File: src/rtl/load_store_unit.sv
// rtl/load_store_unit.sv - memory-access stage: lane steering, extension, faults, one completion per record
module load_store_unit #(
  parameter int ACK_TIMEOUT = 0
) (
  input  logic        clk,
  input  logic        reset,
  input  logic        in_valid,
  output logic        in_ready,
  input  logic        in_load,
  input  logic        in_store,
  input  logic [2:0]  in_size,
  input  logic [31:0] in_result,
  input  logic [31:0] in_wdata,
  input  logic [4:0]  in_rd,
  output logic        mem_req,
  output logic        mem_we,
  output logic [31:0] mem_addr,
  output logic [3:0]  mem_strb,
  output logic [31:0] mem_wdata,
  input  logic        mem_ack,
  input  logic [31:0] mem_rdata,
  output logic        out_valid,
  output logic        out_we,
  output logic [4:0]  out_rd,
  output logic [31:0] out_data,
  output logic        out_fault
);

  typedef enum logic [1:0] {IDLE, ACCESS, DONE} state_t;

  state_t      state;
  logic        is_load_q;
  logic [2:0]  size_q;
  logic [31:0] addr_q;
  logic [31:0] cnt;

  logic        acc_mem;
  logic        acc_store;
  logic        misaligned;
  logic [3:0]  strb_n;
  logic [31:0] wdata_n;
  logic [31:0] lane;
  logic [31:0] load_val;
  logic        expired;

  assign in_ready = (state == IDLE);

  // Decode the incoming record: alignment, byte enables and replicated store data.
  // A record flagged as both load and store is handled as a load.
  always_comb begin
    acc_mem   = in_load | in_store;
    acc_store = in_store & ~in_load;
    case (in_size[1:0])
      2'b00: begin
        misaligned = 1'b0;
        strb_n     = 4'b0001 << in_result[1:0];
        wdata_n    = {4{in_wdata[7:0]}};
      end
      2'b01: begin
        misaligned = in_result[0];
        strb_n     = 4'b0011 << in_result[1:0];
        wdata_n    = {2{in_wdata[15:0]}};
      end
      default: begin
        misaligned = |in_result[1:0];
        strb_n     = 4'b1111;
        wdata_n    = in_wdata;
      end
    endcase
  end

  // Pick the addressed lane from read data and extend it to 32 bits.
  always_comb begin
    lane = mem_rdata >> {addr_q[1:0], 3'b000};
    case (size_q[1:0])
      2'b00:   load_val = size_q[2] ? {24'b0, lane[7:0]}   : {{24{lane[7]}}, lane[7:0]};
      2'b01:   load_val = size_q[2] ? {16'b0, lane[15:0]}  : {{16{lane[15]}}, lane[15:0]};
      default: load_val = lane;
    endcase
  end

  // Timeout fires on the last permitted request cycle unless the ack arrives with it.
  always_comb begin
    expired = (ACK_TIMEOUT > 0) && (cnt == 32'(ACK_TIMEOUT - 1));
  end

  // Stage FSM; every bus and writeback output is registered here.
  always_ff @(posedge clk) begin
    if (reset) begin
      state     <= IDLE;
      is_load_q <= 1'b0;
      size_q    <= 3'b0;
      addr_q    <= 32'b0;
      cnt       <= 32'b0;
      mem_req   <= 1'b0;
      mem_we    <= 1'b0;
      mem_addr  <= 32'b0;
      mem_strb  <= 4'b0;
      mem_wdata <= 32'b0;
      out_valid <= 1'b0;
      out_we    <= 1'b0;
      out_rd    <= 5'b0;
      out_data  <= 32'b0;
      out_fault <= 1'b0;
    end else begin
      case (state)
        IDLE: begin
          if (in_valid) begin
            is_load_q <= in_load;
            size_q    <= in_size;
            addr_q    <= in_result;
            out_rd    <= in_rd;
            cnt       <= 32'b0;
            if (!acc_mem || misaligned) begin
              state     <= DONE;
              out_valid <= 1'b1;
              out_fault <= acc_mem;
              out_we    <= ~acc_mem & (|in_rd);
              out_data  <= in_result;
            end else begin
              state     <= ACCESS;
              mem_req   <= 1'b1;
              mem_we    <= acc_store;
              mem_addr  <= {in_result[31:2], 2'b00};
              mem_strb  <= acc_store ? strb_n : 4'b0000;
              mem_wdata <= wdata_n;
            end
          end
        end
        ACCESS: begin
          if (mem_ack) begin
            state     <= DONE;
            mem_req   <= 1'b0;
            mem_we    <= 1'b0;
            mem_strb  <= 4'b0;
            out_valid <= 1'b1;
            out_fault <= 1'b0;
            out_we    <= is_load_q & (|out_rd);
            out_data  <= is_load_q ? load_val : 32'b0;
          end else if (expired) begin
            state     <= DONE;
            mem_req   <= 1'b0;
            mem_we    <= 1'b0;
            mem_strb  <= 4'b0;
            out_valid <= 1'b1;
            out_fault <= 1'b1;
            out_we    <= 1'b0;
            out_data  <= addr_q;
          end else begin
            cnt <= cnt + 32'd1;
          end
        end
        DONE: begin
          out_valid <= 1'b0;
          state     <= IDLE;
        end
        default: state <= IDLE;
      endcase
    end
  end

endmodule
File: config.mk
export PLATFORM = sky130hd
export DESIGN_NAME = load_store_unit
export DESIGN_NICKNAME = d
export VERILOG_FILES = /design/src/rtl/load_store_unit.sv
export SDC_FILE = /design/constraint.sdc
export NUM_CORES = 1
export LEC_CHECK = 0
export BUFFER_PORTS_ARGS = -buffer_cell sky130_fd_sc_hd__buf_2
export CORE_MARGIN = 5
export CORE_UTILIZATION = 45
export CTS_CLUSTER_SIZE = 25
export DETAILED_ROUTE_END_ITERATION = 10
export MAX_ROUTING_LAYER = met4
export PLACE_DENSITY = 0.81
export RECOVER_POWER = 50
export SETUP_SLACK_MARGIN = 0.02
export SLEW_MARGIN = 20
export SYNTH_ARGS = -nofsm -noshare
export SYNTH_HDL_FRONTEND = slang
export SYNTH_SLANG_ARGS = --single-unit
export TNS_END_PERCENT = 50
File: constraint.sdc
create_clock -name clk -period 1.9 [get_ports clk]
set_input_delay 0 -clock clk [delete_from_list [all_inputs] [get_ports clk]]
set_output_delay 0 -clock clk [all_outputs]
set_load 0.03 [all_outputs]
Word level (Yosys, flattened, before mapping)
Cells that the tools add are included.
{"block": "totals", "register_bits": 116, "output_inout_bits": 111, "wordCells": 86}
{"block": "classes", "n_eq_ne": 8, "shifts": 3, "muxes": 38, "bitwise": 7, "reduce_logical": 16}
{"operator": "32-bit two-way mux", "n": 6}
{"operator": "32-bit one-hot mux with 2 select lines", "n": 3}
{"operator": "32-bit by 5-bit right shift with 32-bit output", "n": 1}
{"operator": "4-bit two-way mux", "n": 4}
{"operator": "4-bit one-hot mux with 2 select lines", "n": 2}
{"operator": "1-bit two-way mux", "n": 13}
{"operator": "4-bit AND reduction", "n": 3}
{"operator": "1-bit one-hot mux with 2 select lines", "n": 5}
{"operator": "5-bit OR reduction", "n": 2}
{"operator": "2-bit by 1-bit == test with 1-bit output, second input constant", "n": 3}
{"operator": "2-bit zero test", "n": 3}
{"operator": "2-bit two-way mux", "n": 3}
{"operator": "2-bit != test, second input constant", "n": 3}
{"operator": "2-bit one-hot mux with 2 select lines", "n": 1}
{"operator": "2-bit AND reduction", "n": 2}
{"operator": "1-bit by 2-bit << shifter with 4-bit output, first input constant", "n": 1}
{"operator": "2-bit by 2-bit << shifter with 4-bit output, first input constant", "n": 1}
{"operator": "1-bit bitwise AND", "n": 3}
{"operator": "1-bit inverter", "n": 3}
{"operator": "1-bit one-hot mux with 3 select lines", "n": 1}
{"operator": "3-bit AND reduction", "n": 1}
{"operator": "3-bit nonzero test", "n": 1}
{"operator": "2-bit == test, second input constant", "n": 1}
{"operator": "2-bit by 1-bit != test with 1-bit output, second input constant", "n": 1}
{"operator": "5 further kinds", "n": 5}

Depth between registers and ports, before layout
Gate-level depths: netlist of the first run.
{"block": "depth", "depth_word": 6, "ltp_mapped": 7, "ltp_nobuf": 4}

Worst setup path after synthesis of the first run
OpenSTA, ideal clock, no wires.
{"block": "synth_path", "path_kind": "register to register", "start": "register state[1]", "end": "register mem_addr[10]", "arrival_ns": 1.522, "slack_ns": 0.246, "stages_incl_launch_ff": 7, "cell_sequence": "dfxtp_1 or3b_1 or3_1 buf_2 buf_2 nand2_1 a21oi_1"}
{"block": "synth_between", "elab_chain_len": 2}
{"item": "start: declaration", "line_no": "31", "text": "state_t state;"}
{"item": "start signal: assignment", "line_no": "90", "text": "state <= IDLE;"}
{"item": "start signal: assignment", "line_no": "115", "text": "state <= DONE;"}
{"item": "start signal: assignment", "line_no": "121", "text": "state <= ACCESS;"}
{"item": "2-bit zero test", "line_no": "106", "text": "case (state)"}
{"item": "3-bit AND reduction (no source line)"}
{"item": "end signal: assignment", "line_no": "124", "text": "mem_addr <= {in_result[31:2], 2'b00};"}
{"item": "end: declaration", "line_no": "17", "text": "output logic [31:0] mem_addr,"}
No other way between the ends.
A chain may end at the register's enable or synchronous reset.

Worst setup path in the final report of the first run
{"block": "layout_path", "start": "register state[1]", "end": "register mem_wdata[13]"}
{"block": "layout_between", "elab_chain_len": 2}
{"item": "2-bit zero test", "line_no": "106"}
{"item": "3-bit AND reduction (no source line)"}
{"item": "end signal: assignment", "line_no": "126", "text": "mem_wdata <= wdata_n;"}
{"item": "end: declaration", "line_no": "19", "text": "output logic [31:0] mem_wdata,"}
No other way between the ends.

==> flow_metrics.env, run 1 <==
export IMPL_grt_overflow=0
export IMPL_cts_max_level=4
export IMPL_grt_use_met2_pct=44.4
export IMPL_start_kind="flip-flop"
export IMPL_min_from="mem_rdata[24]"
export IMPL_post_route_period_util_pct=97.8
export IMPL_status="completed"
export IMPL_drive_above_1_share_pct=21.4
export IMPL_arrival_ps=2150
export IMPL_max_cap_violations=0
export IMPL_detail_route_antenna_nets=0
export IMPL_nets=1030
export IMPL_clock_latency_ps=410
export IMPL_maxSlewHeadroom_pct=56.8
export IMPL_drt_iter0_drc=615
export IMPL_ys_seq_area_share_pct=43.1
export IMPL_reg2reg_to="mem_wdata[13]"
export IMPL_finalInstanceArea_um2=7990
export IMPL_holdPathEnd="out_data[24]"
export IMPL_synth_area_top_cells="dfxtp_1 (43%), nand2_1 (9.3%), a21oi_1 (6.0%), mux2i_1 (5.2%), a311oi_1 (4.2%)"
export IMPL_yosys_area_top_type_share_pct=43.1
export IMPL_syn_area_um2=5390
export IMPL_ioPinCount=221
export IMPL_nFillCells=963
export IMPL_dieArea_um2=14300
export IMPL_synth_top_cell_by_area="dfxtp_1"
export IMPL_use_met1_pct=34.6
export IMPL_post_route_min_period_ps=1860
export IMPL_finalClockSkew_ps=10.6
export IMPL_whs_path_depth=3
export IMPL_place_congestion=0.942
export IMPL_fin_tns_setup_ps=0
export IMPL_die_w_um=119
export IMPL_max_freq_ghz=0.538
export IMPL_crit_fanout=24
export IMPL_drt_first_pass_iters=6
export IMPL_clk_pin_slew_worst_paths_ps=50
export IMPL_placed_area_um2=6660
export IMPL_setup_viol=0
export IMPL_synth_cell_type_count=39
export IMPL_hold_viol=0
export IMPL_rsz0062_at_grt="false"
export IMPL_antenna_found_initial=5
export IMPL_clockBufferDepth=2
export IMPL_top_usage_layer="met2"
export IMPL_grt_max_degree=59
export IMPL_ys_ff_latch=116
export IMPL_powerDensity_nw_per_um2=982
export IMPL_end_kind="flip-flop"
export IMPL_vias_per_cell=5.83
export IMPL_rows=40
export IMPL_dpl_hpwl_um=13000
export IMPL_finalMaxSlewViolations=0
export IMPL_worstPathCellList="or3b_4 -> nor3_4 -> buf_12 -> nor2_1 -> a311oi_1"
export IMPL_avgSynthCellArea_um2=8.44
export IMPL_syn_inst=638
export IMPL_async_flop_share_pct=0
export IMPL_numCtsBuffers=17
export IMPL_max_vdd_ir_drop_v=0.000942
export IMPL_tightestPinTransition_ps=643
export IMPL_cpPeakStageDelay_ps=430
export IMPL_required_ps=2190
export IMPL_drc=0
export IMPL_dominantRegCellSynth="dfxtp_1"
export IMPL_grt_pass1_vias=6147
export IMPL_cts_tree="yes"
export IMPL_hold_path_class="input port to flip-flop"
export IMPL_port_buffers=218
export IMPL_num_vias=6317
export IMPL_rrSetupSlack_ps=40
export IMPL_synth_enable_flop_cells=0
export IMPL_yosysWarnings=0
export IMPL_design_core_area_um2=11900
export IMPL_syn2layout_area_growth_pct=48.3
export IMPL_wirelength_um=21200
export IMPL_use_met3_pct=7.69
export IMPL_cts_sinks=116
export IMPL_r2r_cells=5
export IMPL_reg2reg_from="state[1]"
export IMPL_post_drt_wl_per_cell_um=19.6
export IMPL_fp_dieH_um=119
export IMPL_grt_use_total_pct=29.0
export IMPL_crit_slowest_cell="or3b_4"
export IMPL_final_core_util_pct=67.4
export IMPL_path_class="flip-flop to flip-flop"
export IMPL_start_util_pct=45.4
export IMPL_leakagePower_uw=0.00305
export IMPL_grt_pass1_wl_um=32100
export IMPL_root_buffer="clkbuf_16"
==> timing repair <==
item	in CTS	in global routing
endpoints found under the setup margin	0	24
resized for setup	0	6
hold buffers	74	0
setup buffers	0	3
hold endpoints to repair	87	0
==> flip-flops by register name (all words and copies together) (netlist names), 2 cells and up <==
signal / cells
size_q: 3
out_data: 32
mem_strb: 4
mem_wdata: 32
mem_addr: 30
state: 2
out_rd: 5
addr_q: 2
==> kinds of logic (layout without fill, tap and decap cells) <==
kind of cell	count (synthesis)	count (layout)	share of synthesized area [%]
compound gates	183	183	22.6
buf+inv	65	358	5.53
flops	116	116	43.1
mux	43	43	10.0
other cells	1	7	0.0696
simple gates	230	230	18.7
==> per-layer routing <==
layer	wire, um	vias up
li1	-	2882
met1	8140	2944
met2	10000	392
met3	1890	99
met4	1160	0
met5	0	-
==> cells in the mapped netlist, types with 8 or more instances <==
master    instances
a211oi_1         24
a21oi_1          65
a22oi_1          22
a311oi_1         26
buf_2            22
clkbuf_1         30
dfxtp_1         116
mux2i_1          28
mux4_2            8
nand2_1         133
nand3b_1         10
nor2_1           30
nor3_1           37
o211ai_1          9
o21ai_0          18
==> stage by stage <==
stage / hold slack, ps / power [uW] / setup slack (ps) / std cells
6_report: 32.7 / 7850 / 41.3 / 1084
3_5_place_dp: 255 / 4230 / 108 / 970
3_3_place_gp: 246 / 4210 / 150 / 970
5_1_grt: 37.4 / 8120 / 14.2 / 1084
4_1_cts: 3.94 / 7840 / 89.6 / 1075
2_1_floorplan: 136 / 3700 / 246 / 639
==> how the worst max path moves through the flow <==
stage | startpoint | end | slack [ps] | cells past startpoint
2_1_floorplan | state[1] | mem_addr[10] | 250 | 6
3_3_place_gp | state[1] | mem_addr[26] | 150 | 5
3_5_place_dp | state[1] | mem_addr[25] | 110 | 5
4_1_cts | state[0] | out_data[21] | 90 | 6
5_1_grt | state[1] | mem_wdata[13] | 10 | 5
6_report | state[1] | mem_wdata[13] | 40 | 5
==> area by class of cell <==
type	instances	area [um2]	area share [%]
clock buffers	18	439	5.50
well taps	147	184	2.30
multi-input cells	458	2790	35.0
clock inverters	13	208	2.60
inverters	3	11.3	0.141
diodes	5	12.5	0.157
repair buffers	324	2020	25.3
flip-flops and latches	116	2320	29.1
==> worst max-delay path: cells and delay by family (launching register included) <==
family / cells / cell delay [ps]
AO/OA/AOI/OAI: 1 / 320
AND/OR/NAND/NOR: 3 / 840
buffers and inverters: 1 / 220
flip-flops: 1 / 350
==> cells in the final DEF (no fill, tap or decap), types with 5 or more instances in the layout <==
cell type / n
dfxtp_1: 115
clkbuf_16: 18
buf_4: 25
buf_2: 109
o2bb2ai_1: 5
a22oi_1: 22
a211oi_1: 24
mux2_2: 7
nand2_1: 133
o211ai_1: 9
bufinv_16: 5
a21oi_1: 65
nand3b_1: 10
buf_12: 5
a311oi_1: 24
mux4_2: 8
clkbuf_1: 109
diode_2: 5
dlygate4sd3_1: 74
o21ai_0: 18
nor2_1: 30
a32oi_1: 7
mux2i_1: 28
nor3_1: 37
==> power by group <==
part           switching (uW)  internal [uW]  total, uW
registers                 110           2610       2720
clock network            1160           2350       3510
logic                    1020            599       1620
total                    2290           5560       7850
Note: power is estimated with default switching activity, not from simulation.
==> run 2: changes to the inputs <==
--- a/config.mk
+++ b/config.mk
@@ -6,6 +6,7 @@
 export NUM_CORES = 1
 export LEC_CHECK = 0
 export BUFFER_PORTS_ARGS = -buffer_cell sky130_fd_sc_hd__buf_2
+export CAP_MARGIN = 25
 export CORE_MARGIN = 5
 export CORE_UTILIZATION = 45
 export CTS_CLUSTER_SIZE = 25
==> constraint.sdc (replaced) <==
create_clock -name clk -period 2.27 [get_ports clk]
set_input_delay 0 -clock clk [delete_from_list [all_inputs] [get_ports clk]]
set_output_delay 0 -clock clk [all_outputs]
set_load 0.03 [all_outputs]
==> flow_metrics.env, run 2 (synthesized netlist as in run 1, its figures left out) <==
export IMPL_status="completed"
export IMPL_vias_per_cell=5.74
export IMPL_dpl_hpwl_um=13000
export IMPL_r2r_cells=5
export IMPL_hold_ws_ps=9.18
export IMPL_whs_path_depth=5
export IMPL_place_congestion=0.942
export IMPL_grt_overflow=0
export IMPL_path_class="input port to flip-flop"
export IMPL_power_switching_uw=1790
export IMPL_reg2reg_to="mem_strb[1]"
export IMPL_hold_viol=0
export IMPL_pwr_share_clk_pct=39.9
export IMPL_grt_max_degree=49
export IMPL_ioPinCount=221
export IMPL_grt_pass1_wl_um=30800
export IMPL_antenna_found_initial=0
export IMPL_grt_use_total_pct=27.7
export IMPL_hold_path_class="input port to flip-flop"
export IMPL_min_from="in_wdata[26]"
export IMPL_end_kind="flip-flop"
export IMPL_design_core_area_um2=11900
export IMPL_fin_cells=1070
export IMPL_wirelength_um=19800
export IMPL_layout_commonest_cell="nand2_1"
export IMPL_cts_max_level=4
export IMPL_max_vdd_ir_drop_v=0.000466
export IMPL_drt_first_pass_iters=5
export IMPL_cts_sinks=116
export IMPL_swShare_pct=30.1
export IMPL_start_util_pct=45.4
export IMPL_holdPathEnd="mem_wdata[26]"
export IMPL_seqPwrFrac_pct=38.3
export IMPL_finalMaxSlewViolations=0
export IMPL_start_kind="input port"
export IMPL_power_internal_uw=4150
export IMPL_num_vias=6140
export IMPL_leakagePower_uw=0.00295
export IMPL_rsz0062_at_grt="false"
export IMPL_root_buffer="clkbuf_16"
export IMPL_dp_cells=963
export IMPL_post_drt_wl_per_cell_um=18.5
export IMPL_cts_tree="yes"
export IMPL_arrival_ps=2300
export IMPL_drt_iter0_drc=516
export IMPL_die_w_um=119
export IMPL_grt_pass1_vias=6026
export IMPL_cts_hold_buf=76
export IMPL_dieArea_um2=14300
export IMPL_post_cts_buffers=0
export IMPL_rrSetupSlack_ps=290
export IMPL_setup_viol=0
export IMPL_max_cap_violations=0
export IMPL_port_buffers=218
export IMPL_drive_above_1_share_pct=19.3
export IMPL_clockBufferDepth=2
export IMPL_tightestPinTransition_ps=1000
export IMPL_rows=40
export IMPL_largest_registers="mem_wdata x32, out_data x32, mem_addr x30"
export IMPL_clk_pin_slew_worst_paths_ps=50
export IMPL_post_route_min_period_ps=2000
export IMPL_maxSlewHeadroom_pct=33.1
export IMPL_nets=1021
export IMPL_final_cell_mix="nand2_1 (133), dfxtp_1 (116), clkbuf_1 (114), buf_2 (108), dlygate4sd3_1 (76)"
export IMPL_diodes=0
export IMPL_reg2reg_from="state[1]"
export IMPL_max_freq_ghz=0.501
export IMPL_post_route_period_util_pct=88.0
export IMPL_crit_fanout=48
export IMPL_detail_route_antenna_nets=0
export IMPL_ctsResizeCount=0
export IMPL_numCtsBuffers=17
export IMPL_fin_tns_setup_ps=0
export IMPL_clock_latency_ps=410
export IMPL_fp_dieH_um=119
export IMPL_required_ps=2570
export IMPL_fin_total_pwr_uw=5940
export IMPL_power_frac_comb_pct=21.8
export IMPL_finalClockSkew_ps=6.23
export IMPL_drc=0
export IMPL_syn2layout_area_growth_pct=43.1
export IMPL_powerDensity_nw_per_um2=770
[run 2: cell types whose count changed in the layout (fill, tap and decap cells not counted), sizes merged]
cell | previous run | this run
dlygate4sd3 | 74 | 76
bufinv | 5 | 0
clkinv | 4 | 5
diode | 5 | 0
buf | 140 | 128
clkinvlp | 4 | 0
clkbuf | 128 | 137
[run 2: layout make-up]
class / count / area (um2)
inverters: 3 / 11.3
repair buffers: 315 / 1900
well taps: 147 / 184
clock inverters: 5 / 25.0
multi-input cells: 458 / 2770
fillers: 1010 / 4150
flip-flops and latches: 116 / 2320
clock buffers: 26 / 499
[run 2: worst max-delay path by stage]
stage          cells after the start           end  slack, ps  startpoint
3_3_place_gp                       5        mem_we        420    state[1]
4_1_cts                            5   mem_strb[1]        330    state[1]
5_1_grt                            5     out_valid        170       reset
3_5_place_dp                       5  mem_addr[28]        370    state[1]
2_1_floorplan                      6  mem_addr[10]        620    state[1]
6_report                           5     out_valid        270       reset
[run 2: critical path, cell delays in order]
cell	delay, ps
dlygate4sd3_1	530
clkbuf_2	570
clkbuf_2	890
a21oi_1	130
o21a_1	160
[run 2: power by group through the flow]
stage | clock network, uW | registers [uW] | logic, uW
6_report | 2370 | 2280 | 1290
3_3_place_gp | 0 | 2310 | 1190
3_5_place_dp | 0 | 2310 | 1200
4_1_cts | 2380 | 2270 | 1310
5_1_grt | 2480 | 2290 | 1380
2_1_floorplan | 0 | 2570 | 533
[run 2: routing by layer]
layer  vias to the layer above  global-route usage [%]  wire length, um
met1                      2829                    33.2             7780
met5                         -                       -                0
met2                       357                    42.8             9300
met3                        99                    5.79             1630
met4                         0                    16.9             1050
li1                       2855                       -                -
[run 2: per-stage QoR]
step	setup WS (ps)	utilization [%]	cell area (um2)
floorplan	616	-	5390
global placement	416	55.4	6570
detailed placement	372	55.4	6570
CTS	326	66.2	7850
global route	171	65.0	7710
finish	273	65.0	7710
==> run 3: changes to the inputs <==
--- a/config.mk
+++ b/config.mk
@@ -12,7 +12,7 @@
 export CTS_CLUSTER_SIZE = 25
 export DETAILED_ROUTE_END_ITERATION = 10
 export MAX_ROUTING_LAYER = met4
-export PLACE_DENSITY = 0.81
+export PLACE_DENSITY = 0.75
 export RECOVER_POWER = 50
 export SETUP_SLACK_MARGIN = 0.02
 export SLEW_MARGIN = 20
==> constraint.sdc (replaced) <==
create_clock -name clk -period 2.27 [get_ports clk]
set_input_delay 0.3405 -clock clk [delete_from_list [all_inputs] [get_ports clk]]
set_output_delay 0.3405 -clock clk [all_outputs]
set_load 0.03 [all_outputs]
==> flow_metrics.env, run 3 (synthesized netlist as in run 1, its figures left out) <==
export IMPL_dieArea_um2=14300
export IMPL_cts_max_level=4
export IMPL_drc=0
export IMPL_start_kind="flip-flop"
export IMPL_num_vias=5554
export IMPL_r2r_cells=5
export IMPL_clk_pin_slew_worst_paths_ps=50
export IMPL_cts_sinks=116
export IMPL_powerDensity_nw_per_um2=850
export IMPL_finalMaxSlewViolations=0
export IMPL_rsz0062_at_grt="false"
export IMPL_grt_max_degree=53
export IMPL_cts_hold_buf=0
export IMPL_post_drt_wl_per_cell_um=17.8
export IMPL_ioPinCount=221
export IMPL_reg2reg_from="state[1]"
export IMPL_reg2reg_to="mem_addr[12]"
export IMPL_status="completed"
export IMPL_hold_path_class="input port to flip-flop"
export IMPL_die_w_um=119
export IMPL_rows=40
export IMPL_rrSetupSlack_ps=310
export IMPL_power_frac_comb_pct=19.7
export IMPL_drt_first_pass_iters=5
export IMPL_ctsResizeCount=0
export IMPL_wl_met3_um=1280
export IMPL_wirelength_um=17700
export IMPL_largest_registers="mem_wdata x32, out_data x32, mem_addr x30"
export IMPL_end_kind="flip-flop"
export IMPL_arrival_ps=2220
export IMPL_post_route_period_util_pct=86.1
export IMPL_holdPathEnd="mem_addr[26]"
export IMPL_min_from="in_result[26]"
export IMPL_whs_path_depth=3
export IMPL_design_core_area_um2=11900
export IMPL_drive_above_1_share_pct=21.5
export IMPL_hold_viol=0
export IMPL_antenna_found_initial=1
export IMPL_grt_use_total_pct=24.9
export IMPL_grt_overflow=0
export IMPL_pwr_share_clk_pct=42.2
export IMPL_dr_max_layer_used="met4"
export IMPL_place_congestion=0.910
export IMPL_tightestPinTransition_ps=561
export IMPL_port_buffers=218
export IMPL_leakagePower_uw=0.00265
export IMPL_max_vdd_ir_drop_v=0.000397
export IMPL_post_cts_buffers=0
export IMPL_post_route_min_period_ps=1960
export IMPL_nets=946
export IMPL_met2_length_um=8650
export IMPL_max_freq_ghz=0.511
export IMPL_max_cap_violations=0
export IMPL_drt_iter0_drc=629
export IMPL_hold_ws_ps=184
export IMPL_setup_viol=0
export IMPL_clock_latency_ps=400
export IMPL_power_internal_uw=4230
export IMPL_start_util_pct=45.4
export IMPL_clockBufferDepth=2
export IMPL_finalClockSkew_ps=7.99
export IMPL_seqPwrFrac_pct=38.1
export IMPL_wl_met1_um=7550
export IMPL_numCtsBuffers=17
export IMPL_swShare_pct=29.1
export IMPL_crit_fanout=28
export IMPL_detail_route_antenna_nets=0
export IMPL_cts_tree="yes"
export IMPL_fin_tns_setup_ps=0
export IMPL_root_buffer="clkbuf_16"
export IMPL_required_ps=2540
export IMPL_syn2layout_area_growth_pct=30.2
export IMPL_nFillCells=1118
export IMPL_grt_pass1_wl_um=27400
export IMPL_grt_pass1_vias=5121
export IMPL_maxSlewHeadroom_pct=62.4
export IMPL_layout_commonest_cell="nand2_1"
export IMPL_path_class="flip-flop to flip-flop"
export IMPL_fp_dieH_um=119
export IMPL_power_switching_uw=1740
export IMPL_vias_per_cell=5.59
export IMPL_final_cell_mix="nand2_1 (133), dfxtp_1 (116), buf_2 (110), clkbuf_1 (108), a21oi_1 (65)"
export IMPL_dpl_hpwl_um=12800
run 3: how the worst max path moves through the flow:
stage                       startpoint  slack, ps           end
after floorplan           in_result[0]        590  mem_addr[10]
after global placement        in_valid        340  mem_addr[29]
after detailed placement      in_valid        290  mem_addr[12]
after CTS                     state[1]        320  mem_addr[12]
after global routing          state[1]        220  mem_addr[27]
final                         state[1]        310  mem_addr[12]
run 3: per-stage QoR:
stage	setup slack (ps)	power, uW	cells	util, %	cell area [um2]
final	315	5960	993	59.1	7010
after global routing	217	6220	993	59.1	7010
after CTS	317	6030	992	60.2	7150
after detailed placement	290	3510	964	55.5	6590
after global placement	337	3500	964	55.5	6590
after floorplan	591	3100	639	-	5390
run 3: per-layer routing:
metal  GRT usage, %  vias to the layer above
li1               -                     2703
met1           32.8                     2564
met2           39.1                      271
met3           4.94                       16
met4           6.94                        0
met5              -                        -
run 3: worst max-delay path: stages (launching register included):
cell and delay, ps:
dfxtp_1 360, or3b_1 540, or3_2 470, buf_4 250, nand2_1 120, a21oi_1 70
run 3: power by group through the flow:
| stage | registers [uW] | clock network (uW) | logic [uW] |
|---|---|---|---|
| after floorplan | 2570 | 0 | 533 |
| after global placement | 2310 | 0 | 1200 |
| after detailed placement | 2310 | 0 | 1210 |
| after CTS | 2270 | 2550 | 1210 |
| after global routing | 2290 | 2660 | 1270 |
| final | 2270 | 2510 | 1180 |
run 3: cell type report:
cell class	instances	area [um2]	area share (%)
Multi-Input combinational cell	458	2770	39.5
Sequential cell	116	2320	33.1
Timing Repair Buffer	240	1160	16.6
Clock buffer	24	512	7.30
Tap cell	147	184	2.62
Clock inverter	4	47.5	0.678
Inverter	3	11.3	0.161
Antenna cell	1	2.50	0.0357
